--- src/rtl/package_settings.sv ---
`default_nettype none
// ============================================================================
//  Module      : package_settings
//  Description : Shared datapath widths for the v9 shaping filter chain.
//  Revision    : 1.0
// ============================================================================
package package_settings;

    // Filter samples are SIZE_FILTER_DATA+1 bits wide, two's complement.
    localparam int SIZE_FILTER_DATA = 15;

endpackage : package_settings
`default_nettype wire

--- src/rtl/v9_evt_pkg.sv ---
`default_nettype none
// ============================================================================
//  Module      : v9_evt_pkg
//  Description : Shared types and default constants for the v9 event controller.
//  Revision    : 1.0
// ============================================================================
package v9_evt_pkg;

    import package_settings::*;

    typedef enum logic [2:0] {
        IDLE   = 3'd0,
        SETTLE = 3'd1,
        ARMED  = 3'd2,
        PEAK   = 3'd3,
        REPORT = 3'd4,
        DEAD   = 3'd5
    } evt_state_t;

    typedef logic signed [SIZE_FILTER_DATA:0] sample_t;

    localparam int C_SETTLE_CYCLES_DEF = 64;
    localparam int C_PEAK_WINDOW_DEF   = 16;
    localparam int C_DEAD_CYCLES_DEF   = 32;
    localparam int C_TS_W_DEF          = 32;
    localparam int C_CNT_W_DEF         = 16;

endpackage : v9_evt_pkg
`default_nettype wire

--- src/rtl/v9_peak_tracker.sv ---
`default_nettype none
// ============================================================================
//  Module      : v9_peak_tracker
//  Description : Holds the running peak amplitude and its timestamp.
//  Revision    : 1.0
// ============================================================================
module v9_peak_tracker
    import v9_evt_pkg::*;
#(
    parameter int TS_W = C_TS_W_DEF
) (
    input  logic            clk,
    input  logic            reset,
    input  logic            load,
    input  logic            update,
    input  sample_t         sample,
    input  logic [TS_W-1:0] ts,
    output sample_t         amp,
    output logic [TS_W-1:0] peak_ts
);

    sample_t         r_amp;
    logic [TS_W-1:0] r_peak_ts;

    // Strict greater-than keeps the earliest of equal maxima.
    always_ff @(posedge clk) begin
        if (!reset) begin
            r_amp     <= '0;
            r_peak_ts <= '0;
        end else if (load) begin
            r_amp     <= sample;
            r_peak_ts <= ts;
        end else if (update && (sample > r_amp)) begin
            r_amp     <= sample;
            r_peak_ts <= ts;
        end
    end

    assign amp     = r_amp;
    assign peak_ts = r_peak_ts;

endmodule : v9_peak_tracker
`default_nettype wire

--- src/rtl/v9_filter_evt_ctrl.sv ---
`default_nettype none
// ============================================================================
//  Module      : v9_filter_evt_ctrl
//  Description : Turns the v9 filter stream into peak events with dead time.
//  Revision    : 1.0
// ============================================================================
module v9_filter_evt_ctrl
    import v9_evt_pkg::*;
#(
    parameter int SETTLE_CYCLES = C_SETTLE_CYCLES_DEF,
    parameter int PEAK_WINDOW   = C_PEAK_WINDOW_DEF,
    parameter int DEAD_CYCLES   = C_DEAD_CYCLES_DEF,
    parameter int TS_W          = C_TS_W_DEF,
    parameter int CNT_W         = C_CNT_W_DEF
) (
    input  logic             clk,
    input  logic             reset,
    input  logic             enable,
    input  sample_t          threshold,
    input  sample_t          filter_data,
    output logic             evt_valid,
    input  logic             evt_ready,
    output sample_t          evt_amp,
    output logic [TS_W-1:0]  evt_time,
    output logic             busy,
    output logic [CNT_W-1:0] evt_count,
    output logic [CNT_W-1:0] lost_count
);

    localparam int C_SETTLE_W = (SETTLE_CYCLES > 1) ? $clog2(SETTLE_CYCLES) : 1;
    localparam int C_WIN_W    = (PEAK_WINDOW > 1)   ? $clog2(PEAK_WINDOW)   : 1;
    localparam int C_DEAD_W   = (DEAD_CYCLES > 1)   ? $clog2(DEAD_CYCLES)   : 1;

    evt_state_t          r_state;
    logic                r_prev_above;
    logic                r_stop_pending;
    logic                r_evt_valid;
    logic [TS_W-1:0]     r_ts;
    logic [C_SETTLE_W-1:0] r_settle_cnt;
    logic [C_WIN_W-1:0]  r_win_cnt;
    logic [C_DEAD_W-1:0] r_dead_cnt;
    logic [CNT_W-1:0]    r_evt_count;
    logic [CNT_W-1:0]    r_lost_count;

    logic w_above;
    logic w_cross;
    logic w_handshake;
    logic w_load;
    logic w_update;

    assign w_above     = (filter_data > threshold);
    assign w_cross     = w_above & ~r_prev_above;
    assign w_handshake = r_evt_valid & evt_ready;
    assign w_load      = (r_state == ARMED) & enable & w_cross;
    assign w_update    = (r_state == PEAK);

    v9_peak_tracker #(
        .TS_W    (TS_W)
    ) u_peak_tracker (
        .clk     (clk),
        .reset   (reset),
        .load    (w_load),
        .update  (w_update),
        .sample  (filter_data),
        .ts      (r_ts),
        .amp     (evt_amp),
        .peak_ts (evt_time)
    );

    always_ff @(posedge clk) begin
        if (!reset) begin
            r_state        <= IDLE;
            r_prev_above   <= 1'b0;
            r_stop_pending <= 1'b0;
            r_evt_valid    <= 1'b0;
            r_ts           <= '0;
            r_settle_cnt   <= '0;
            r_win_cnt      <= '0;
            r_dead_cnt     <= '0;
            r_evt_count    <= '0;
            r_lost_count   <= '0;
        end else begin
            r_prev_above <= (r_state == IDLE) ? 1'b0 : w_above;

            if (r_state != IDLE) begin
                r_ts <= r_ts + TS_W'(1);
            end

            // A crossing on the DEAD-to-ARMED edge is still seen in DEAD, so it is lost.
            if (((r_state == REPORT) || (r_state == DEAD)) && w_cross &&
                (r_lost_count != {CNT_W{1'b1}})) begin
                r_lost_count <= r_lost_count + CNT_W'(1);
            end

            case (r_state)
                IDLE: begin
                    if (enable) begin
                        r_state      <= SETTLE;
                        r_ts         <= '0;
                        r_settle_cnt <= C_SETTLE_W'(SETTLE_CYCLES - 1);
                    end
                end
                SETTLE: begin
                    if (!enable) begin
                        r_state <= IDLE;
                    end else if (r_settle_cnt == '0) begin
                        r_state <= ARMED;
                    end else begin
                        r_settle_cnt <= r_settle_cnt - C_SETTLE_W'(1);
                    end
                end
                ARMED: begin
                    if (!enable) begin
                        r_state <= IDLE;
                    end else if (w_cross) begin
                        if (PEAK_WINDOW == 1) begin
                            r_state     <= REPORT;
                            r_evt_valid <= 1'b1;
                        end else begin
                            r_state   <= PEAK;
                            r_win_cnt <= C_WIN_W'(PEAK_WINDOW - 1);
                        end
                    end
                end
                PEAK: begin
                    if (!enable) begin
                        r_state <= IDLE;
                    end else if (r_win_cnt == C_WIN_W'(1)) begin
                        r_state     <= REPORT;
                        r_evt_valid <= 1'b1;
                    end else begin
                        r_win_cnt <= r_win_cnt - C_WIN_W'(1);
                    end
                end
                REPORT: begin
                    // Remember a disable seen while waiting so the handshake ends in IDLE.
                    if (!enable) begin
                        r_stop_pending <= 1'b1;
                    end
                    if (w_handshake) begin
                        r_evt_valid    <= 1'b0;
                        r_stop_pending <= 1'b0;
                        if (r_evt_count != {CNT_W{1'b1}}) begin
                            r_evt_count <= r_evt_count + CNT_W'(1);
                        end
                        if (!enable || r_stop_pending) begin
                            r_state <= IDLE;
                        end else begin
                            r_state    <= DEAD;
                            r_dead_cnt <= C_DEAD_W'(DEAD_CYCLES - 1);
                        end
                    end
                end
                DEAD: begin
                    if (!enable) begin
                        r_state <= IDLE;
                    end else if (r_dead_cnt == '0) begin
                        r_state <= ARMED;
                    end else begin
                        r_dead_cnt <= r_dead_cnt - C_DEAD_W'(1);
                    end
                end
                default: begin
                    r_state <= IDLE;
                end
            endcase
        end
    end

    assign evt_valid  = r_evt_valid;
    assign busy       = (r_state != IDLE);
    assign evt_count  = r_evt_count;
    assign lost_count = r_lost_count;

endmodule : v9_filter_evt_ctrl
`default_nettype wire

--- config.mk ---
export PLATFORM = sky130hd
export DESIGN_NAME = v9_filter_evt_ctrl
export DESIGN_NICKNAME = d
export VERILOG_FILES = /design/src/rtl/package_settings.sv /design/src/rtl/v9_evt_pkg.sv /design/src/rtl/v9_peak_tracker.sv /design/src/rtl/v9_filter_evt_ctrl.sv
export SDC_FILE = /design/constraint.sdc
export NUM_CORES = 1
export LEC_CHECK = 0
export CAP_MARGIN = 20
export CORE_MARGIN = 4
export CORE_UTILIZATION = 40
export DETAILED_ROUTE_END_ITERATION = 10
export PLACE_DENSITY = 0.66
export SLEW_MARGIN = 25
export SYNTH_ARGS = -nofsm -noshare
export SYNTH_HDL_FRONTEND = slang
export SYNTH_HIERARCHICAL = 1
export SYNTH_SLANG_ARGS = --single-unit
--- constraint.sdc ---
create_clock -name clk -period 3.49 [get_ports clk]
set_input_delay 0.698 -clock clk [delete_from_list [all_inputs] [get_ports clk]]
set_output_delay 0.698 -clock clk [all_outputs]
set_load 0.1 [all_outputs]
==> results_dict.tcl <==
set metrics [dict create \
    status "complete, no violations" \
    grt-ovfl-total 0 \
    hpwl_mm 11.35 \
    grt_first_pass_wirelength_mm 27.72 \
    pwr_density_cell_nw_per_um2 418.0 \
    drv_slew 0 \
    cp_num_buf_inv 4 \
    globalplace.congestion 0.7622 \
    fp.dieH_um 139.0 \
    clk_root_buffer_cell "clkbuf_16" \
    required_ps 3840 \
    synth_area_um2 6862 \
    vias 6202 \
    holdWs_ps 458.3 \
    fmax_mhz 294.5 \
    nets 1052 \
    grt_pass1_vias 5774 \
    crit_type "in2reg" \
    ys_warn_count 6 \
    cts_buffers 17 \
    track_usage_pct 16.94 \
    ys_seq_elements 133 \
    fillers 1546 \
    worst_slack_ps 94.56 \
    htreeDepth 4 \
    synthFlopType "dfxtp_1" \
    synthArstFlopShare_pct 0 \
    synth_area_per_cell_um2 8.347 \
    core_area_um2 16700 \
    viasPerCell 5.138 \
    drtAntennaViolNets 0 \
    post-route-period-util_pct 97.29 \
    worst_pin_slew_ps 996.6 \
    setup_viol 0 \
    worstSetupEndpointType "register" \
    post-route-util_pct 56.56 \
    final_hold_viol_count 0 \
    startpoint_type "input pin" \
    tritoncts "built" \
    power_mw 3.948 \
    critPathMostFrequentCell "o21ai_2" \
    p_leak_nw 3.561 \
    slew_headroom_pct 33.35 \
    min_path_type "reg2reg" \
    antenna_cells 0 \
    antenna_found_initial 0 \
    crit_slowest_cell "clkdlybuf4s50_1" \
    wire_per_inst_um 14.10 \
    final_layout_size_suffix_gt1_share_pct 15.40 \
    cts_buffer_depth 2 \
    final_cell_mix "nand2_1 (149), dfxtp_1 (133), clkdlybuf4s50_1 (70)" \
    clkTransAtPathRegs_ps 60 \
    syn-num-nets 899 \
    dp_slack_ps -554.9 \
    timing.clock.skew_ps 6.158 \
    drc 0 \
    die_w_um 139.0 \
    cp_top_family "buffers and inverters" \
    io_buffers 117 \
    syn_to_final_growth_pct 37.67 \
    min_period_ps 3395 \
    path_max_fanout 9 \
    yosysSeqAreaShare_pct 38.80 \
    peakVddDrop_uv 350.8 \
    synth_edf_count 0 \
    clock_latency_ps 420 \
    ys_types 59 \
    fin_setup_tns_ps 0 \
    arrival_ps 3740 \
    grt_start_max_net_pins 89 \
    placementRows 47 \
    syn_inst 822 \
    die_area_um2 19310 \
    cts_sinks 133 \
    drv_cap 0 \
    cp_cell_sequence "clkdlybuf4s50_1 -> inv_2 -> ha_4 -> nand4_1 -> buf_6 -> a2111oi_4 -> o31a_1 -> o21ai_2 -> nor3_4 -> nor3_2 -> a21oi_2 -> o21ai_2 -> mux2i_4 -> buf_4 -> mux2i_1" \
    start_util_pct 41.08 \
    max_stage_delay_ps 470 \
    drt_iter0_markers 343 \
    final_common_cell "nand2_1" \
    drt-total-wl_mm 17.02 \
    io-pin-count 118 \
    dr.pass1.iters 4 \
]
[repair_timing]
| action | 4_1_cts | 5_1_grt |
|---|---|---|
| setup endpoints to repair | 48 | 48 |
| pin swaps | 8 | 21 |
| gates cloned | 2 | 0 |
| buffers inserted | 4 | 6 |
| gates resized for setup | 9 | 60 |
| hold buffers | 0 | 0 |
[routing by layer]
layer  vias up  wire, um  track usage, %
met3        21       720           4.103
met5         -         0               0
li1       3178         -               -
met1      2883      8176           22.69
met4         0       204           4.428
met2       120      7915           27.49
[cell usage after synthesis, types with 3 or more instances]
| master | n | share of area [%] |
|---|---|---|
| nor3_1 | 23 | 1.7 |
| nand2_1 | 149 | 8.2 |
| o21a_1 | 10 | 1.1 |
| nor2_1 | 55 | 3.0 |
| ha_1 | 41 | 7.5 |
| o21bai_1 | 3 | 0.33 |
| clkbuf_1 | 28 | 1.5 |
| a211oi_1 | 4 | 0.44 |
| o21ai_1 | 7 | 0.51 |
| nor4_1 | 9 | 0.82 |
| or3_1 | 18 | 1.6 |
| and3_1 | 12 | 1.1 |
| xnor2_1 | 10 | 1.3 |
| and2_1 | 4 | 0.36 |
| buf_2 | 4 | 0.29 |
| mux2_1 | 7 | 1.1 |
| dfxtp_1 | 133 | 39 |
| or4_1 | 5 | 0.55 |
| and4_1 | 5 | 0.64 |
| or2_0 | 4 | 0.36 |
| nor2b_1 | 3 | 0.27 |
| nand2b_1 | 7 | 0.64 |
| a21oi_1 | 52 | 3.8 |
| o21ai_0 | 5 | 0.36 |
| o31ai_1 | 6 | 0.66 |
| mux2i_1 | 54 | 7.9 |
| xor2_1 | 14 | 1.8 |
| nand4_1 | 16 | 1.5 |
| o211ai_1 | 14 | 1.5 |
| nand3_1 | 34 | 2.5 |
| a21o_1 | 3 | 0.33 |
| inv_1 | 48 | 2.6 |
[state kept, by name (all words and copies together) (netlist names)]
register / count
r_ts: 32
u_peak_tracker/peak_ts: 32
evt_count: 16
lost_count: 16
u_peak_tracker/amp: 16
r_settle_cnt: 6
r_dead_cnt: 5
r_win_cnt: 4
r_state: 3
evt_valid: 1
r_prev_above: 1
r_stop_pending: 1
[kinds of logic after synthesis]
kind of cell               share of synthesized area (%)
AOI/OAI and AO/OA                                  11.38
muxes                                              9.026
xor gates and xnor gates                           3.063
DFF                                                38.80
adders and majority gates                          7.476
buffers and inverters                              5.069
and+or+nand+nor                                    25.18
[metrics by stage]
stage | std cells | instance area (um2)
CTS | 1201 | 9125
detailed placement | 1164 | 8443
global placement | 1164 | 8443
finish | 1207 | 9447
global route | 1207 | 9447
floorplan | 822 | 6867
[final cells by class]
type / count / area, um2 / share of cell area (%)
Multi-Input combinational cell: 604 / 4094 / 43.34
Sequential cell: 133 / 2663 / 28.19
Timing Repair Buffer: 170 / 1650 / 17.47
Clock buffer: 17 / 425.4 / 4.503
Tap cell: 220 / 275.3 / 2.914
Inverter: 49 / 185.2 / 1.960
Clock inverter: 14 / 153.9 / 1.629
[worst min-delay path: stages (launching register included)]
cell     delay [ps]
dfxtp_1         310
nand2_1          50
mux2i_1          50
[report_power, final]
part / internal, mW / total, mW / switching [mW]
logic: 0.228 / 0.566 / 0.338
clock network: 1.06 / 1.78 / 0.720
registers: 1.55 / 1.61 / 0.0514
[final timing paths]
| check | startpoint | endpoint | slack [ps] | cells past startpoint |
|---|---|---|---|---|
| setup / recovery | threshold[14] | u_peak_tracker/amp[4]$_SDFFE_PN0P_ | 90 | 15 |
| hold / removal | u_peak_tracker/peak_ts[22]$_SDFFE_PN0P_ | u_peak_tracker/peak_ts[22]$_SDFFE_PN0P_ | 460 | 2 |
| setup reg to reg | r_state[0]$_SDFFE_PN0P_ | r_ts[29]$_SDFF_PN0_ | 780 | 8 |
| hold reg to reg | u_peak_tracker/peak_ts[22]$_SDFFE_PN0P_ | u_peak_tracker/peak_ts[22]$_SDFFE_PN0P_ | 460 | 2 |
Note: power is estimated with default switching activity, not from simulation.
